--- config.mk ---
export PLATFORM = sky130hd
export DESIGN_NAME = axi_lite_wr_slave
export DESIGN_NICKNAME = d
export VERILOG_FILES = /design/src/rtl/axi_pkg.sv /design/src/rtl/wr_capture_reg.sv /design/src/rtl/axi_lite_wr_slave.sv
export SDC_FILE = /design/constraint.sdc
export NUM_CORES = 1
export LEC_CHECK = 0
export BUFFER_PORTS_ARGS = -buffer_cell sky130_fd_sc_hd__buf_2
export CORE_AREA = 2 2 65 67
export DETAILED_ROUTE_END_ITERATION = 12
export DIE_AREA = 0 0 67 69
export GPL_TIMING_DRIVEN = 0
export HOLD_SLACK_MARGIN = 0.12
export PLACE_DENSITY = 0.62
export SLEW_MARGIN = 10
export SYNTH_ARGS = -nofsm -noshare
export SYNTH_HDL_FRONTEND = slang
export SYNTH_SLANG_ARGS = --single-unit
--- constraint.sdc ---
create_clock -name ACLK -period 3.45 [get_ports ACLK]
set_input_delay 0.69 -clock ACLK [delete_from_list [all_inputs] [get_ports ACLK]]
set_output_delay 0.69 -clock ACLK [all_outputs]
set_load 0.1 [all_outputs]
--- src/rtl/axi_pkg.sv ---
// Shared types for the AXI4-Lite write responder: response codes and FSM states.
package axi_pkg;

  typedef enum logic [1:0] {
    OKAY   = 2'b00,
    EXOKAY = 2'b01,
    SLVERR = 2'b10,
    DECERR = 2'b11
  } resp_t;

  typedef enum logic [1:0] {
    IDLE,
    COLLECT,
    WRITE,
    RESP
  } wr_state_t;

endpackage

--- src/rtl/wr_capture_reg.sv ---
// Single-entry valid/ready capture register. READY is registered and is only
// offered while the parent enables capture and the entry is empty.
module wr_capture_reg #(
  parameter int WIDTH = 8
) (
  input  logic             clk,
  input  logic             rst_n,
  input  logic             enable,
  input  logic             valid,
  input  logic [WIDTH-1:0] data_in,
  input  logic             clear,
  output logic             ready,
  output logic             full,
  output logic [WIDTH-1:0] data
);

  logic             full_reg;
  logic             full_next;
  logic             ready_reg;
  logic [WIDTH-1:0] data_reg;
  logic             load;

  assign load = valid & ready_reg;

  always_comb begin
    full_next = full_reg;
    if (clear) begin
      full_next = 1'b0;
    end else if (load) begin
      full_next = 1'b1;
    end
  end

  always_ff @(posedge clk or negedge rst_n) begin
    if (!rst_n) begin
      full_reg  <= 1'b0;
      ready_reg <= 1'b0;
      data_reg  <= '0;
    end else begin
      full_reg  <= full_next;
      // Looking at the next fill state keeps READY from re-opening on the load edge.
      ready_reg <= enable & ~full_next;
      if (load) begin
        data_reg <= data_in;
      end else if (clear) begin
        data_reg <= '0;
      end
    end
  end

  assign ready = ready_reg;
  assign full  = full_reg;
  assign data  = data_reg;

endmodule

--- src/rtl/axi_lite_wr_slave.sv ---
// AXI4-Lite write responder: captures AW and W in any order, commits to a simple
// memory port and returns B. Define AXI_WSTRB_EN to add WSTRB/mem_wstrb.
module axi_lite_wr_slave
  import axi_pkg::*;
#(
  parameter int ADDR_WIDTH = 8,
  parameter int DATA_WIDTH = 8,
  parameter int MEM_DEPTH  = 16
) (
  input  logic                    ACLK,
  input  logic                    ARESETn,
  input  logic                    AWVALID,
  output logic                    AWREADY,
  input  logic [ADDR_WIDTH-1:0]   AWADDR,
  input  logic                    WVALID,
  output logic                    WREADY,
  input  logic [DATA_WIDTH-1:0]   WDATA,
`ifdef AXI_WSTRB_EN
  input  logic [DATA_WIDTH/8-1:0] WSTRB,
`endif
  output logic                    BVALID,
  input  logic                    BREADY,
  output logic [1:0]              BRESP,
  output logic                    mem_we,
  output logic [ADDR_WIDTH-1:0]   mem_addr,
  output logic [DATA_WIDTH-1:0]   mem_wdata,
`ifdef AXI_WSTRB_EN
  output logic [DATA_WIDTH/8-1:0] mem_wstrb,
`endif
  input  logic                    mem_busy
);

  localparam logic [ADDR_WIDTH:0] DEPTH_LIMIT = (ADDR_WIDTH + 1)'(MEM_DEPTH);
`ifdef AXI_WSTRB_EN
  localparam int STRB_WIDTH  = DATA_WIDTH / 8;
  localparam int W_CAP_WIDTH = DATA_WIDTH + STRB_WIDTH;
`else
  localparam int W_CAP_WIDTH = DATA_WIDTH;
`endif

  wr_state_t state_reg;
  wr_state_t state_next;
  resp_t     bresp_reg;
  resp_t     bresp_next;

  logic                   aw_ready;
  logic                   aw_full;
  logic [ADDR_WIDTH-1:0]  aw_data;
  logic                   w_ready;
  logic                   w_full;
  logic [W_CAP_WIDTH-1:0] w_in;
  logic [W_CAP_WIDTH-1:0] w_data;
  logic [DATA_WIDTH-1:0]  wdata_cap;
  logic                   aw_hs;
  logic                   w_hs;
  logic                   capture_en;
  logic                   txn_done;
  logic                   in_range;
  logic                   strb_any;

`ifdef AXI_WSTRB_EN
  logic [STRB_WIDTH-1:0] wstrb_cap;
  assign w_in      = {WSTRB, WDATA};
  assign wdata_cap = w_data[DATA_WIDTH-1:0];
  assign wstrb_cap = w_data[W_CAP_WIDTH-1:DATA_WIDTH];
  assign strb_any  = |wstrb_cap;
  assign mem_wstrb = (state_reg == WRITE) ? wstrb_cap : '0;
`else
  assign w_in      = WDATA;
  assign wdata_cap = w_data;
  assign strb_any  = 1'b1;
`endif

  assign aw_hs      = AWVALID & aw_ready;
  assign w_hs       = WVALID & w_ready;
  assign capture_en = (state_next == IDLE) || (state_next == COLLECT);
  assign in_range   = ({1'b0, aw_data} < DEPTH_LIMIT);

  wr_capture_reg #(.WIDTH(ADDR_WIDTH)) u_aw_cap (
    .clk     (ACLK),
    .rst_n   (ARESETn),
    .enable  (capture_en),
    .valid   (AWVALID),
    .data_in (AWADDR),
    .clear   (txn_done),
    .ready   (aw_ready),
    .full    (aw_full),
    .data    (aw_data)
  );

  wr_capture_reg #(.WIDTH(W_CAP_WIDTH)) u_w_cap (
    .clk     (ACLK),
    .rst_n   (ARESETn),
    .enable  (capture_en),
    .valid   (WVALID),
    .data_in (w_in),
    .clear   (txn_done),
    .ready   (w_ready),
    .full    (w_full),
    .data    (w_data)
  );

  always_ff @(posedge ACLK or negedge ARESETn) begin
    if (!ARESETn) begin
      state_reg <= IDLE;
      bresp_reg <= OKAY;
    end else begin
      state_reg <= state_next;
      bresp_reg <= bresp_next;
    end
  end

  always_comb begin
    state_next = state_reg;
    bresp_next = bresp_reg;
    mem_we     = 1'b0;
    txn_done   = 1'b0;
    case (state_reg)
      IDLE: begin
        if (aw_hs && w_hs) begin
          state_next = WRITE;
        end else if (aw_hs || w_hs) begin
          state_next = COLLECT;
        end
      end
      COLLECT: begin
        if ((aw_full || aw_hs) && (w_full || w_hs)) begin
          state_next = WRITE;
        end
      end
      WRITE: begin
        // Out-of-range and empty-strobe writes never touch memory, so stalls don't apply.
        if (!in_range) begin
          state_next = RESP;
          bresp_next = SLVERR;
        end else if (!strb_any) begin
          state_next = RESP;
          bresp_next = OKAY;
        end else if (!mem_busy) begin
          mem_we     = 1'b1;
          state_next = RESP;
          bresp_next = OKAY;
        end
      end
      RESP: begin
        if (BREADY) begin
          txn_done   = 1'b1;
          state_next = IDLE;
          bresp_next = OKAY;
        end
      end
      default: begin
        state_next = IDLE;
      end
    endcase
  end

  assign AWREADY   = aw_ready;
  assign WREADY    = w_ready;
  assign BVALID    = (state_reg == RESP);
  assign BRESP     = bresp_reg;
  assign mem_addr  = (state_reg == WRITE) ? aw_data : '0;
  assign mem_wdata = (state_reg == WRITE) ? wdata_cap : '0;

endmodule

# ---- Yosys cells after proc, flatten, opt, wreduce, memory -nomap -nowiden
# Cells that the tools add are included.
dict set report totals {
  regBits 24
  out_inout_bits 22
  inputBits 22
  wordCells 58
}
dict set report op_classes {
  n_reduce_logical 12
  n_bitwise 6
  n_lt_le_gt_ge 1
  mux 25
  eq_ne 6
}
# cell count
set ops {}
lappend ops {{$mux 8} 5}
lappend ops {{$mux 2} 9}
lappend ops {{$mux 1} 9}
lappend ops {{$lt 8x5->1 const B} 1}
lappend ops {{$pmux 2 s4} 1}
lappend ops {{$reduce_bool 2->1} 3}
lappend ops {{$and 1x1->1} 4}
lappend ops {{$eq 2x1->1 const B} 2}
lappend ops {{$eq 2x2->1 const B} 2}
lappend ops {{$logic_not 2->1} 2}
lappend ops {{$logic_or 1x1->1} 4}
lappend ops {{$pmux 2 s2} 1}
lappend ops {{$ne 3x3->1 const B} 1}
lappend ops {{$reduce_and 3->1} 1}
lappend ops {{$logic_and 1x1->1} 2}
lappend ops {{$ne 2x1->1 const B} 1}
lappend ops {{$not 1->1} 2}

# ---- Logic depth before layout (Yosys ltp)
dict set report depth {
  word_depth 8
  mapped_depth 5
  ltp_nobuf 4
}

# ---- Hierarchy
# A second synthesis with hierarchy kept.
dict set report hier_totals {
  cells_unflattened 131
  area_unflattened_um2 1286.2
}
# mod cells_each n_inst seq_area_each_um2 area_each_um2
set modules_own_cells {}
lappend modules_own_cells {wr_capture_reg 42 2 250.2 469.2}
lappend modules_own_cells {axi_lite_wr_slave 47 1 75.1 347.8}

# ---- Worst setup path after synthesis
# No wires, ideal clock.
dict set report synth_path {
  kind {register -> output}
  startpoint {register u_aw_cap.data_reg[6], in the netlist u_aw_cap.data[6]}
  endpoint {output port mem_we}
  required_time_ns 2.760
  path_stages_with_launch 3
  path_slack_ns -0.175
  t_arrival_ns 2.935
  path_cell_list {dfrtp_1 nor4_4 nor3b_1}
}
dict set report synth_between {
  elab_chain_cells 3
}
# item line
set synth_lines {}
lappend synth_lines {{start: declaration} wr_capture_reg.sv:20} ;# logic [WIDTH-1:0] data_reg;
lappend synth_lines {{start signal: assignment} wr_capture_reg.sv:44} ;# data_reg <= data_in;
lappend synth_lines {{$lt 8x5->1} axi_lite_wr_slave.sv:77} ;# assign in_range = ({1'b0, aw_data} < DEPTH_LIMIT);
lappend synth_lines {{$mux 1} axi_lite_wr_slave.sv:133} ;# if (!in_range) begin
lappend synth_lines {{$mux 1} axi_lite_wr_slave.sv:118} ;# case (state_reg)
lappend synth_lines {{end: declaration} axi_lite_wr_slave.sv:24} ;# output logic mem_we,
# Every way passes these cells.

# ---- Worst setup path in the final report
dict set report layout_path {
  startpoint {register state_reg[0]}
  endpoint {output port mem_addr[6]}
}
dict set report layout_between {
  elab_chain_cells 2
}
# item line
set layout_lines {}
lappend layout_lines {{start: declaration} axi_lite_wr_slave.sv:41} ;# wr_state_t state_reg;
lappend layout_lines {{start signal: assignment} axi_lite_wr_slave.sv:108} ;# state_reg <= state_next;
lappend layout_lines {{$eq 2x2->1} axi_lite_wr_slave.sv:162} ;# assign mem_addr = (state_reg == WRITE) ? aw_data : '0;
lappend layout_lines {{$mux 8} axi_lite_wr_slave.sv:162}
lappend layout_lines {{end: declaration} axi_lite_wr_slave.sv:25} ;# output logic [ADDR_WIDTH-1:0] mem_addr,
# Every way passes these cells.

==> results.sh <==
export IMPL_crit_top_cell="buf_2"
export IMPL_fillCellCount=431
export IMPL_die_w_um=67
export IMPL_crit_required_ns=2.76
export IMPL_syn_cell_area_sq_mm=0.00113
export IMPL_setup_viol=0
export IMPL_wl_met3_um=186
export IMPL_start_util_pct=29.0
export IMPL_outcome="completed"
export IMPL_fin_skew_ns=0.00737
export IMPL_ff2ff_path_depth=4
export IMPL_cts_repair_resized=0
export IMPL_maxCapViolCount=0
export IMPL_min_period_ns=2.48
export IMPL_worst_path_largest_cell_delay_ns=0.42
export IMPL_grtUsageTotal_pct=11.8
export IMPL_cts_num_sinks=23
export IMPL_cts_hold_fix_buffers=0
export IMPL_cp_slowest_cell="buf_2"
export IMPL_cp_start_kind="register"
export IMPL_cts_clk_slew_worst_paths_ns=0.08
export IMPL_clkLatencyLatePin_ns=0.26
export IMPL_vias_per_cell=4.45
export IMPL_dieHeight_um=69
export IMPL_postSynthCellCount=125
export IMPL_synth_fa_ha_area_share_pct=0
export IMPL_crit_family="buffers and inverters"
export IMPL_htreeDepth=1
export IMPL_slew_headroom_pct=65.7
export IMPL_ios=44
export IMPL_finalCritPeriodShare_pct=72.0
export IMPL_core_sq_mm=0.00391
export IMPL_max_freq_ghz=0.403
export IMPL_cp_cell_sequence="buf_2 > nor2b_4 > clkbuf_2 > and2_1 > buf_2"
export IMPL_dieArea_sq_mm=0.00462
export IMPL_critPathCaptureType="output port"
export IMPL_ys_ff_latch=23
export IMPL_area_delta_synth_final_pct=28.4
export IMPL_clockBufferDepth=2
export IMPL_drt_initial_drc_count=45
export IMPL_yosysTopAreaCell="dfrtp_1"
export IMPL_synth_cell_types=27
export IMPL_synth_edf_count=0
export IMPL_worstSetupPathType="reg2out"
export IMPL_min_path_type="in2async"
export IMPL_synthMuxAreaShare_pct=0
export IMPL_grt_max_degree=24
export IMPL_post_drt_wl_per_cell_um=11.6
export IMPL_wl_met2_um=1140
export IMPL_antenna_cells=0
export IMPL_critical_path_depth=5
export IMPL_finalNetCount=194
export IMPL_register_area_sq_um=576
export IMPL_vias=984
export IMPL_numCtsBuffers=3
export IMPL_io_buffers=42
export IMPL_setup_tns_final_ns=0
export IMPL_finalHoldViolCount=0
export IMPL_path_buf_inv=3
export IMPL_rsz0062_at_grt="false"
export IMPL_drive_gt1_share_pct=33.3
export IMPL_synth_top_family_by_area="simple AND/OR/NAND/NOR gates"
export IMPL_cp_data_arrival_time_ns=1.79
export IMPL_grt_pass1_vias=943
export IMPL_grt_first_pass_wirelength_um=4260
export IMPL_drv_slew=0
export IMPL_wl_met1_um=1220
export IMPL_synth_xor_area_share_pct=0.772
export IMPL_cts_tree="yes"
export IMPL_synth_compound_area_share_pct=4.63
export IMPL_dp_hpwl_um=1930
export IMPL_root_buffer="clkbuf_8"
export IMPL_syn_avg_cell_area_sq_um=9.08
export IMPL_firstDrtPassIters=4
export IMPL_synth_top_area_share_pct=50.7
export IMPL_rows=23
export IMPL_postSynth_asyncResetShare_pct=100
export IMPL_crit_fanout=10
export IMPL_drc=0
export IMPL_multi_input_area_sq_um=518
export IMPL_top_layer="met4"
export IMPL_antenna_found_initial=0
export IMPL_antenna_left=0
export IMPL_yosys_area_share_simple_pct=39.5
export IMPL_tightest_slew_ns=0.515
export IMPL_syn_num_nets=147
export IMPL_yosys_most_used_dff="dfrtp_1"
export IMPL_post_cts_setup_buffers=0
export IMPL_wl_um=2570
export IMPL_ys_seq_area_share_pct=50.7
export IMPL_ys_warn_count=0
export IMPL_place_congestion=0.706
export IMPL_grt_overflow_total=0
export IMPL_yosys_top_cells_area="dfrtp_1, nand2_1, and2_1"
[worst reg2reg max path, delay by kind of cell, from the launching register on]
family | cells | cell delay (ns)
flip-flops | 1 | 0.42
AO/OA/AOI/OAI | 1 | 0.16
AND/OR/NAND/NOR | 3 | 0.56
[path summary, 6_finish.rpt]
check	start	endpoint	slack, ns
worst max-delay path	state_reg[0]$_DFF_PN0_	mem_addr[6]	0.97
worst min-delay path	ARESETn	u_w_cap.data[3]$_DFFE_PN0P_	0.38
worst max register to register	u_aw_cap.data[6]$_DFFE_PN0P_	state_reg[0]$_DFF_PN0_	2.21
worst min register to register	u_w_cap.full$_DFF_PN0_	u_w_cap.ready$_DFF_PN0_	0.48
max in group asynchronous	ARESETn	u_w_cap.data[4]$_DFFE_PN0P_	2.71
min in group ACLK	u_w_cap.full$_DFF_PN0_	u_w_cap.ready$_DFF_PN0_	0.48
[placed cells by master, fill, tap and decap left out, drive strengths merged]
master  instances
and2           19
conb            1
nand3b          1
nand2          35
and3            1
nor3            2
nand3          17
dfrtp          23
nand2b          1
nor2b           1
xnor2           1
o22ai           1
a21oi           1
o221ai          1
nor4            2
buf            48
o21ai           2
nor2            5
o31ai           2
nor3b           1
clkbuf          5
a21boi          1
[cell type report]
class | instances | share of cell area [%]
Tap cell | 50 | 4.29
Clock buffer | 4 | 3.09
Timing Repair Buffer | 42 | 14.4
Multi-Input combinational cell | 95 | 35.5
Sequential cell | 23 | 39.5
Buffer | 7 | 3.18
[synth_stat cells (2+ instances only)]
library cell and number:
and2_1 19, buf_2 3, buf_4 2, dfrtp_1 23, nand2_1 34, nand3_1 16
nor2_1 5, nor3_1 2, o21ai_0 2, o31ai_1 2
[stage by stage]
step / util [%] / std cells / worst slack (ns) / area (sq um) / hold slack [ns]
finish: 37.2 / 221 / 0.967 / 1460 / 0.385
detailed placement: 36.1 / 217 / 1.23 / 1410 / 0.472
global route: 37.2 / 221 / 0.844 / 1460 / 0.432
floorplan: - / 125 / 0.817 / 1140 / 0.394
global placement: 36.1 / 217 / 1.23 / 1410 / 0.468
CTS: 37.2 / 221 / 0.936 / 1460 / 0.409
[metal layers]
metal,GRT usage [%],up-vias
li1,-,503
met1,16.7,435
met2,18.4,44
met3,2.12,2
met4,3.40,0
met5,0,-
[cells by family (layout without fill, tap and decap cells)]
logic type / count (synthesis) / after routing
and+or+nand+nor: 85 / 85
DFF: 23 / 23
AOI/OAI and AO/OA: 8 / 8
buffers and inverters: 7 / 53
other: 1 / 1
xor gates and xnor gates: 1 / 1
Power is left out: the tool's default activity adds up to more than one toggle a clock period on the data nets, which glitch-free logic cannot reach.
